<file path="config.mk">
export PLATFORM = sky130hd
export DESIGN_NAME = rr_mux_arbiter_flat
export DESIGN_NICKNAME = d
export VERILOG_FILES = /design/src/rtl/rr_mux_arbiter_if.sv /design/src/rtl/rr_mux_arbiter.sv /design/src/flat_wrapper.sv
export SDC_FILE = /design/constraint.sdc
export NUM_CORES = 1
export LEC_CHECK = 0
export BUFFER_PORTS_ARGS = -buffer_cell sky130_fd_sc_hd__buf_2
export CAP_MARGIN = 20
export CORE_UTILIZATION = 37
export DETAILED_ROUTE_END_ITERATION = 8
export GPL_TIMING_DRIVEN = 0
export PLACE_DENSITY = 0.79
export SYNTH_ARGS = -nofsm -noshare
export SYNTH_HDL_FRONTEND = slang
export SYNTH_SLANG_ARGS = --single-unit
</file>
<file path="constraint.sdc">
create_clock -name clk -period 2.1 [get_ports clk]
set_input_delay 0.42 -clock clk [delete_from_list [all_inputs] [get_ports clk]]
set_output_delay 0.42 -clock clk [all_outputs]
set_load 0.02 [all_outputs]
</file>
<file path="src/rtl/rr_mux_arbiter_if.sv">
// Shared N:1 mux bus: per-requester beat inputs, one downstream output, arbiter status.
interface rr_mux_arbiter_if #(
  parameter int N  = 4,
  parameter int W  = 8,
  parameter int IW = $clog2(N)
);
  logic [N-1:0]        req_valid;
  logic [N-1:0][W-1:0] req_data;
  logic [N-1:0]        req_last;
  logic [N-1:0]        req_ready;
  logic                out_valid;
  logic [W-1:0]        out_data;
  logic                out_last;
  logic                out_ready;
  logic [IW-1:0]       grant_idx;
  logic                busy;

  modport master (
    output req_valid, req_data, req_last, out_ready,
    input  req_ready, out_valid, out_data, out_last, grant_idx, busy
  );

  modport slave (
    input  req_valid, req_data, req_last, out_ready,
    output req_ready, out_valid, out_data, out_last, grant_idx, busy
  );
endinterface

</file>
<file path="src/rtl/rr_mux_arbiter.sv">
// Round-robin packet arbiter steering an N:1 mux; a grant is held until the owner's last beat.
module rr_mux_lane #(
  parameter int W = 8
) (
  input  logic         sel_i,
  input  logic         valid_i,
  input  logic         last_i,
  input  logic [W-1:0] data_i,
  input  logic         out_ready_i,
  output logic         ready_o,
  output logic         valid_o,
  output logic         last_o,
  output logic [W-1:0] data_o
);
  assign valid_o = sel_i & valid_i;
  assign ready_o = sel_i & out_ready_i;
  assign last_o  = valid_o & last_i;
  assign data_o  = valid_o ? data_i : '0;
endmodule

module rr_mux_arbiter #(
  parameter int N  = 4,
  parameter int W  = 8,
  parameter int IW = $clog2(N)
) (
  input  logic             clk,
  input  logic             rst,
  rr_mux_arbiter_if.slave  bus
);
  typedef enum logic {IDLE, LOCK} state_e;

  state_e              state_q, state_d;
  logic [IW-1:0]       grant_q, grant_d;
  logic [IW-1:0]       ptr_q, ptr_d;
  logic                pick_found;
  logic [IW-1:0]       pick_idx;
  logic                fire_last;
  logic [N-1:0]        sel, lane_vld, lane_last, lane_rdy;
  logic [N-1:0][W-1:0] lane_data;

  // First valid requester scanning ptr, ptr+1, ... with modulo-N wrap.
  always_comb begin
    pick_found = 1'b0;
    pick_idx   = '0;
    for (int k = 0; k < N; k++) begin
      if (!pick_found && bus.req_valid[(int'(ptr_q) + k) % N]) begin
        pick_found = 1'b1;
        pick_idx   = IW'((int'(ptr_q) + k) % N);
      end
    end
  end

  for (genvar i = 0; i < N; i++) begin : g_lane
    assign sel[i] = (state_q == LOCK) && (grant_q == IW'(i));
    rr_mux_lane #(.W(W)) u_lane (
      .sel_i       (sel[i]),
      .valid_i     (bus.req_valid[i]),
      .last_i      (bus.req_last[i]),
      .data_i      (bus.req_data[i]),
      .out_ready_i (bus.out_ready),
      .ready_o     (lane_rdy[i]),
      .valid_o     (lane_vld[i]),
      .last_o      (lane_last[i]),
      .data_o      (lane_data[i])
    );
  end

  // At most one lane is selected, so an OR-reduce is the mux.
  always_comb begin
    bus.out_data = '0;
    for (int i = 0; i < N; i++) bus.out_data = bus.out_data | lane_data[i];
  end

  assign bus.out_valid = |lane_vld;
  assign bus.out_last  = |lane_last;
  assign bus.req_ready = lane_rdy;
  assign bus.grant_idx = grant_q;
  assign bus.busy      = (state_q == LOCK);
  assign fire_last     = bus.out_valid & bus.out_ready & bus.out_last;

  always_comb begin
    state_d = state_q;
    grant_d = grant_q;
    ptr_d   = ptr_q;
    case (state_q)
      IDLE: begin
        if (pick_found) begin
          grant_d = pick_idx;
          state_d = LOCK;
        end
      end
      LOCK: begin
        if (fire_last) begin
          state_d = IDLE;
          ptr_d   = (grant_q == IW'(N-1)) ? '0 : grant_q + 1'b1;
        end
      end
      default: state_d = IDLE;
    endcase
  end

  always_ff @(posedge clk or posedge rst) begin
    if (rst) begin
      state_q <= IDLE;
      grant_q <= '0;
      ptr_q   <= '0;
    end else begin
      state_q <= state_d;
      grant_q <= grant_d;
      ptr_q   <= ptr_d;
    end
  end
endmodule

</file>
<file path="src/flat_wrapper.sv">
// flat-port wrapper written by rule: the top's interface ports become plain ports
module rr_mux_arbiter_flat 
#(
  parameter int N  = 4,
  parameter int W  = 8,
  parameter int IW = $clog2(N)
)
  (clk, rst, bus_req_valid, bus_req_data, bus_req_last, bus_out_ready, bus_req_ready, bus_out_valid, bus_out_data, bus_out_last, bus_grant_idx, bus_busy);
  rr_mux_arbiter_if #(.N(N), .W(W), .IW(IW)) bus_i ();
  input  logic clk;
  input  logic rst;
  input wire logic [$bits(bus_i.req_valid)-1:0] bus_req_valid;
  input wire logic [$bits(bus_i.req_data)-1:0] bus_req_data;
  input wire logic [$bits(bus_i.req_last)-1:0] bus_req_last;
  input wire logic [$bits(bus_i.out_ready)-1:0] bus_out_ready;
  output wire logic [$bits(bus_i.req_ready)-1:0] bus_req_ready;
  output wire logic [$bits(bus_i.out_valid)-1:0] bus_out_valid;
  output wire logic [$bits(bus_i.out_data)-1:0] bus_out_data;
  output wire logic [$bits(bus_i.out_last)-1:0] bus_out_last;
  output wire logic [$bits(bus_i.grant_idx)-1:0] bus_grant_idx;
  output wire logic [$bits(bus_i.busy)-1:0] bus_busy;
  assign bus_i.req_valid = bus_req_valid;
  assign bus_i.req_data = bus_req_data;
  assign bus_i.req_last = bus_req_last;
  assign bus_i.out_ready = bus_out_ready;
  assign bus_req_ready = bus_i.req_ready;
  assign bus_out_valid = bus_i.out_valid;
  assign bus_out_data = bus_i.out_data;
  assign bus_out_last = bus_i.out_last;
  assign bus_grant_idx = bus_i.grant_idx;
  assign bus_busy = bus_i.busy;
  rr_mux_arbiter #(.N(N), .W(W), .IW(IW)) u_core (.clk(clk), .rst(rst), .bus(bus_i));
endmodule
</file>
After elaboration in Yosys (flattened, before gate mapping)

Cells that the tools add are included.

Register bits: 5
Latch bits: 0
RAM bits: 0
Bits in read-only memories: 0
Input port bits: 43
Logic and storage cells: 80
Memories: 0

$add $sub $neg: 4
Multiply operators: 0
Div/mod/pow operators: 0
$lt $le $gt $ge: 4
Equal/unequal tests: 3
Shift-type cells: 0
Mux-type cells: 27
Bitwise logic cells: 21
Reduce and logical (&&, ||, !) cells: 18

Operators with widths:

| operator                                                                      | count |
|---|---|
| 8-bit two-way mux                                                             | 4 |
| 8-bit bitwise OR                                                              | 3 |
| 1-bit AND                                                                     | 14 |
| 1-bit two-way mux                                                             | 13 |
| 3-bit by 4-bit less-than comparator with 1-bit output (second input constant) | 3 |
| 2-bit two-way mux                                                             | 5 |
| 1-bit binary-select mux with 2-bit select                                     | 4 |
| 4-bit OR reduction                                                            | 2 |
| 1-bit logical AND                                                             | 7 |
| 2-bit OR reduction                                                            | 3 |
| 2-bit by 1-bit adder with 2-bit output (second input constant)                | 2 |
| 2-bit adder (second input constant)                                           | 2 |
| 2-bit == test (second input constant)                                         | 2 |
| 2-bit AND reduction                                                           | 2 |
| 1-bit AND (first input constant)                                              | 3 |
| 1-bit zero test                                                               | 3 |
| 2-bit by 3-bit less-than comparator with 1-bit output (second input constant) | 1 |
| 2-bit by 1-bit == test with 1-bit output (second input constant)              | 1 |
| 2-bit zero test                                                               | 1 |
| 1-bit one-hot mux with 2 select lines                                         | 1 |
| 1-bit inverter                                                                | 1 |

Depth between registers and ports, before layout

Depth in word-level cells: 16
Gate-level depth with buffers: 6
Depth with buffers taken out: 6

Modules after synthesis

Synthesis repeated with hierarchy kept, for this count alone.

Cell total of the unflattened synthesis: 97
Area total of the unflattened synthesis: 768.2 µm²

Modules (own cells, without submodules):

| module         | instances | cells each | area an instance (µm²) | sequential area each (µm²) |
|---|---|---|---|---|
| rr_mux_arbiter | 1         | 49         | 442.9                  | 125.1 |
| rr_mux_lane    | 4         | 12         | 81.3                   | 0.0 |

Least setup slack after synthesis

Ideal clock, no wire load.

Path kind: register to output
Start: register u_core.grant_q[0], in the netlist u_core.bus.grant_idx[0]
End: output bus_out_valid
Data arrival time: 1660 ps
Required time: 1680 ps
Setup slack: 20 ps
Stages on the path, launching flop included: 6
Path buffers: 1
Cells stage by stage: dfrtp_1 inv_1 ha_1 and3_1 buf_6 or4_4

Word-level cells in the longest chain between the ends: 4
Elaborated cells on any way between the ends: 13
Classes of those cells: eq/ne (3); bitwise (4); reduce/logical (6)

Ends and longest elaborated chain:

| element                               | RTL line              | text |
|---|---|---|
| start, declared                       | rr_mux_arbiter.sv:33  | `logic [IW-1:0] grant_q, grant_d;` |
| start signal, assigned                | rr_mux_arbiter.sv:109 | `grant_q <= grant_d;` |
| 2-bit == test (tied with other cells) | rr_mux_arbiter.sv:54  | `assign sel[i] = (state_q == LOCK) && (grant_q == IW'(i));` |
| 1-bit logical AND                     | rr_mux_arbiter.sv:54  |  |
| 1-bit AND                             | rr_mux_arbiter.sv:15  | `assign valid_o = sel_i & valid_i;` |
| 4-bit OR reduction (*)                | rr_mux_arbiter.sv:74  | `assign bus.out_valid = \|lane_vld;` |
| end, declared                         | flat_wrapper.sv:17    | `output wire logic [$bits(bus_i.out_valid)-1:0] bus_out_valid;` |

Mark *: on every way between the ends. The rest lies on a longest branch, timed or not.

Final worst setup path

Ends and elaborated chain as after synthesis.

==> flow_summary_export.csv <==
group,metric,value,unit
status,status,"complete, but fails checks",
status,violations,"negative setup slack",
synthesis,syn_area,666.9,sq um
setup_path,endpoint,"bus_out_valid",
clocking,cts_tree,"done",
hold_path,hold_path.class,"in -> async",
placement,hpwl,1665,um
setup_path,critPathMaxFanout,4,
finish,instances_no_fill,176,
setup_path,cp-end-kind,"output port",
global_routing,grt_max_degree,11,
synthesis,synth_top_cell_by_area,"dfrtp_1",
route,wl_per_cell,14.18,um
setup_path,crit_path_start,"u_core.bus.grant_idx[0]",
placement,dp.cells,164,
power,p_per_area,1152,nW/um^2
clocking,clk_pin_slew,0.04,ns
finish,fin_area,1284,sq um
sta,hold_viol_final,0,
route,drc,0,
sta,tightest_slew,0.3603,ns
setup_path,rrSetupSlack,0.38,ns
floorplan,core,1594,sq um
synthesis,synth_top_area_share,18.76,%
sta,relSlewSlack,75.76,%
global_routing,grt_pass1_wl,3601,um
clocking,root_buffer,"clkbuf_4",
power,fin_total_pwr,0.001479,W
synthesis,netlist_instances,81,
synthesis,synth-seq-cells,5,
sta,max_freq,457.5,MHz
global_routing,antenna_found_initial,0,
placement,pre_cts_slack,-0.03043,ns
sta,slew_violations,0,
floorplan,ios,60,
power,p_leak,0.6607,nW
run,cap_viol_max_count,0,
setup_path,reg2reg_depth,7,
route,drt_iter0_drc,15,
clocking,numCtsBuffers,3,
power,ir_worst_vdd,0.0008382,V
clocking,cts.sinks,5,
setup_path,r2r_start,"u_core.bus.grant_idx[0]",
placement,post_dp_cell_area,992.2,sq um
setup_path,worst_r2r_endpoint,"u_core.ptr_q[1]",
setup_path,critical_path_class,"reg -> out",
floorplan,dieArea,1976,sq um
synthesis,ys_types,24,
finish,num_antenna_cells,0,
global_routing,grt_pass1_vias,859,
clocking,htreeDepth,1,
placement,portBuffers,59,
global_routing,gr-total-overflow,0,
synthesis,synth_warnings,0,
floorplan,rows,14,
setup_path,setup.worst_path.start_class,"flop",
clocking,clk_path_buf_depth,2,
sta,fin_skew,0.0004187,ns
sta,fin_crit,2.186,ns
synthesis,netlist_top_cells_area,"dfrtp_1 19%, a22oi_1 18%, ha_1 7.5%",
sta,setup_slack,-0.08562,ns
placement,place.gp.congestion,0.8062,
floorplan,start_util,41.84,%
finish,drive_above_1_share,73.03,%
synthesis,avgSynthCellArea,8.233,sq um
floorplan,die_y,44.46,um
clocking,clock_latency,0.24,ns
route,vias_per_cell,5.335,
floorplan,die_w,44.46,um
setup_path,crit_required,1.68,ns
setup_path,cp_data_arrival_time,1.77,ns
route,wirelength,2496,um
route,num_vias,939,
finish,layout.nets,200,
route,dr.pass1.iters,4,
global_routing,track_usage,23.93,%
sta,grt_setup_unrepaired,"true",
sta,fin_crit_sh,104.1,%
sta,finalSetupViolCount,1,
synthesis,mappedNetlistNets,128,
route,final_antenna_net_count,0,
synthesis,synth_seq_area_share,18.76,%
finish,syn_to_final_growth,92.50,%
[per-layer routing]
| metal | track usage, % | wire length, um |
|---|---|---|
| met5 | 0 | 0 |
| met2 | 44.71 | 1281 |
| met4 | 7.879 | 23 |
| met1 | 27.86 | 1021 |
| met3 | 2.857 | 169 |
[layout by cell type, fill, tap and decap left out]
cell       n
a21o_1     1
a21oi_1    3
a22oi_1    2
a22oi_2   14
a31o_2     1
and3_1     4
and3_4     5
buf_2     50
buf_4     11
buf_6     13
buf_8      2
clkbuf_1   1
clkbuf_4   3
dfrtp_1    4
dfrtp_2    1
ha_2       1
ha_4       3
inv_1      5
inv_2      2
mux2_4     2
nand2_1    8
nand4_1    3
nand4_2    2
nor2_1     3
nor4_1     1
o21ai_0    2
o221ai_1   2
o22ai_1    1
or3_1      1
or4_4      1
[synth_stat cells]
| cell | instances |
|---|---|
| nand4_1 | 3 |
| inv_1 | 7 |
| ha_1 | 4 |
| a21oi_1 | 3 |
| buf_4 | 4 |
| o21ai_0 | 2 |
| and3_1 | 6 |
| a22oi_1 | 16 |
| and3_2 | 1 |
| buf_2 | 2 |
| or4_4 | 1 |
| or3_1 | 1 |
| and3_4 | 2 |
| nand4_2 | 2 |
| o221ai_1 | 2 |
| nor4_1 | 1 |
| dfrtp_1 | 5 |
| mux2_4 | 2 |
| a21o_1 | 1 |
| nand2_1 | 8 |
| buf_6 | 3 |
| o22ai_1 | 1 |
| nor2_1 | 3 |
| a31o_2 | 1 |
[worst max-delay path, cell delays in order (launching register included)]
cell	delay (ns)
dfrtp_2	0.43
buf_6	0.13
ha_4	0.15
and3_4	0.14
or4_4	0.52
buf_6	0.15
[worst min path at each step]
stage | start | end | slack [ns] | cells after the start
after floorplan | rst | u_core.bus.busy | 0.20 | 1
after global placement | rst | u_core.ptr_q[0] | 0.31 | 2
after detailed placement | rst | u_core.ptr_q[0] | 0.32 | 2
after CTS | rst | u_core.ptr_q[0] | 0.06 | 2
after global routing | rst | u_core.ptr_q[0] | 0.08 | 2
final | rst | u_core.ptr_q[1] | 0.06 | 2
[timing repair]
item | 4_1_cts | 5_1_grt
hold buffers | 0 | 0
endpoints found under the setup margin | 9 | 9
pin swaps | 6 | 4
gates cloned | 0 | 0
hold endpoints to repair | 0 | 0
gates resized for setup | 41 | 12
setup buffers | 11 | 1
[cell type report]
| class | count | area, sq um |
|---|---|---|
| multi-input cells | 60 | 565.5 |
| repair buffers | 71 | 467.9 |
| fillers | 107 | 310.3 |
| flip-flops and latches | 5 | 126.4 |
| plain buffers | 5 | 41.29 |
| well taps | 24 | 30.03 |
| clock buffers | 4 | 26.28 |
| inverters | 7 | 26.28 |
[cells by family after synthesis]
| kind of cell | after synthesis | synth area share (%) |
|---|---|---|
| adders and majority gates | 4 | 7.505 |
| buffers and inverters | 16 | 15.01 |
| and+or+nand+nor | 28 | 26.46 |
| AOI/OAI and AO/OA | 26 | 27.77 |
| DFF | 5 | 18.76 |
| muxes | 2 | 4.503 |
[registers in the layout (all words and copies together), names as in the netlist]
signal and count:
u_core.ptr_q 2, u_core.bus.grant_idx 2, u_core.bus.busy 1
[metrics by stage]
step                      hold slack, ns  util [%]  setup TNS (ns)
final                            0.06314     80.53        -0.08562
after global routing             0.07775     80.53         -0.1230
after CTS                        0.05886     77.63         -0.1255
after detailed placement          0.3157     62.24        -0.03043
after global placement            0.3111     62.24        -0.02031
after floorplan                   0.1985         -               0
[where the power goes]
| part | internal, W | total [W] | switching (W) |
|---|---|---|---|
| Sequential | 0.000140 | 0.000200 | 0.0000603 |
| Combinational | 0.000619 | 0.00117 | 0.000552 |
| Clock | 0.0000716 | 0.000108 | 0.0000361 |
| Total | 0.000831 | 0.00148 | 0.000649 |
No activity file was read; power rests on OpenSTA's default activity.
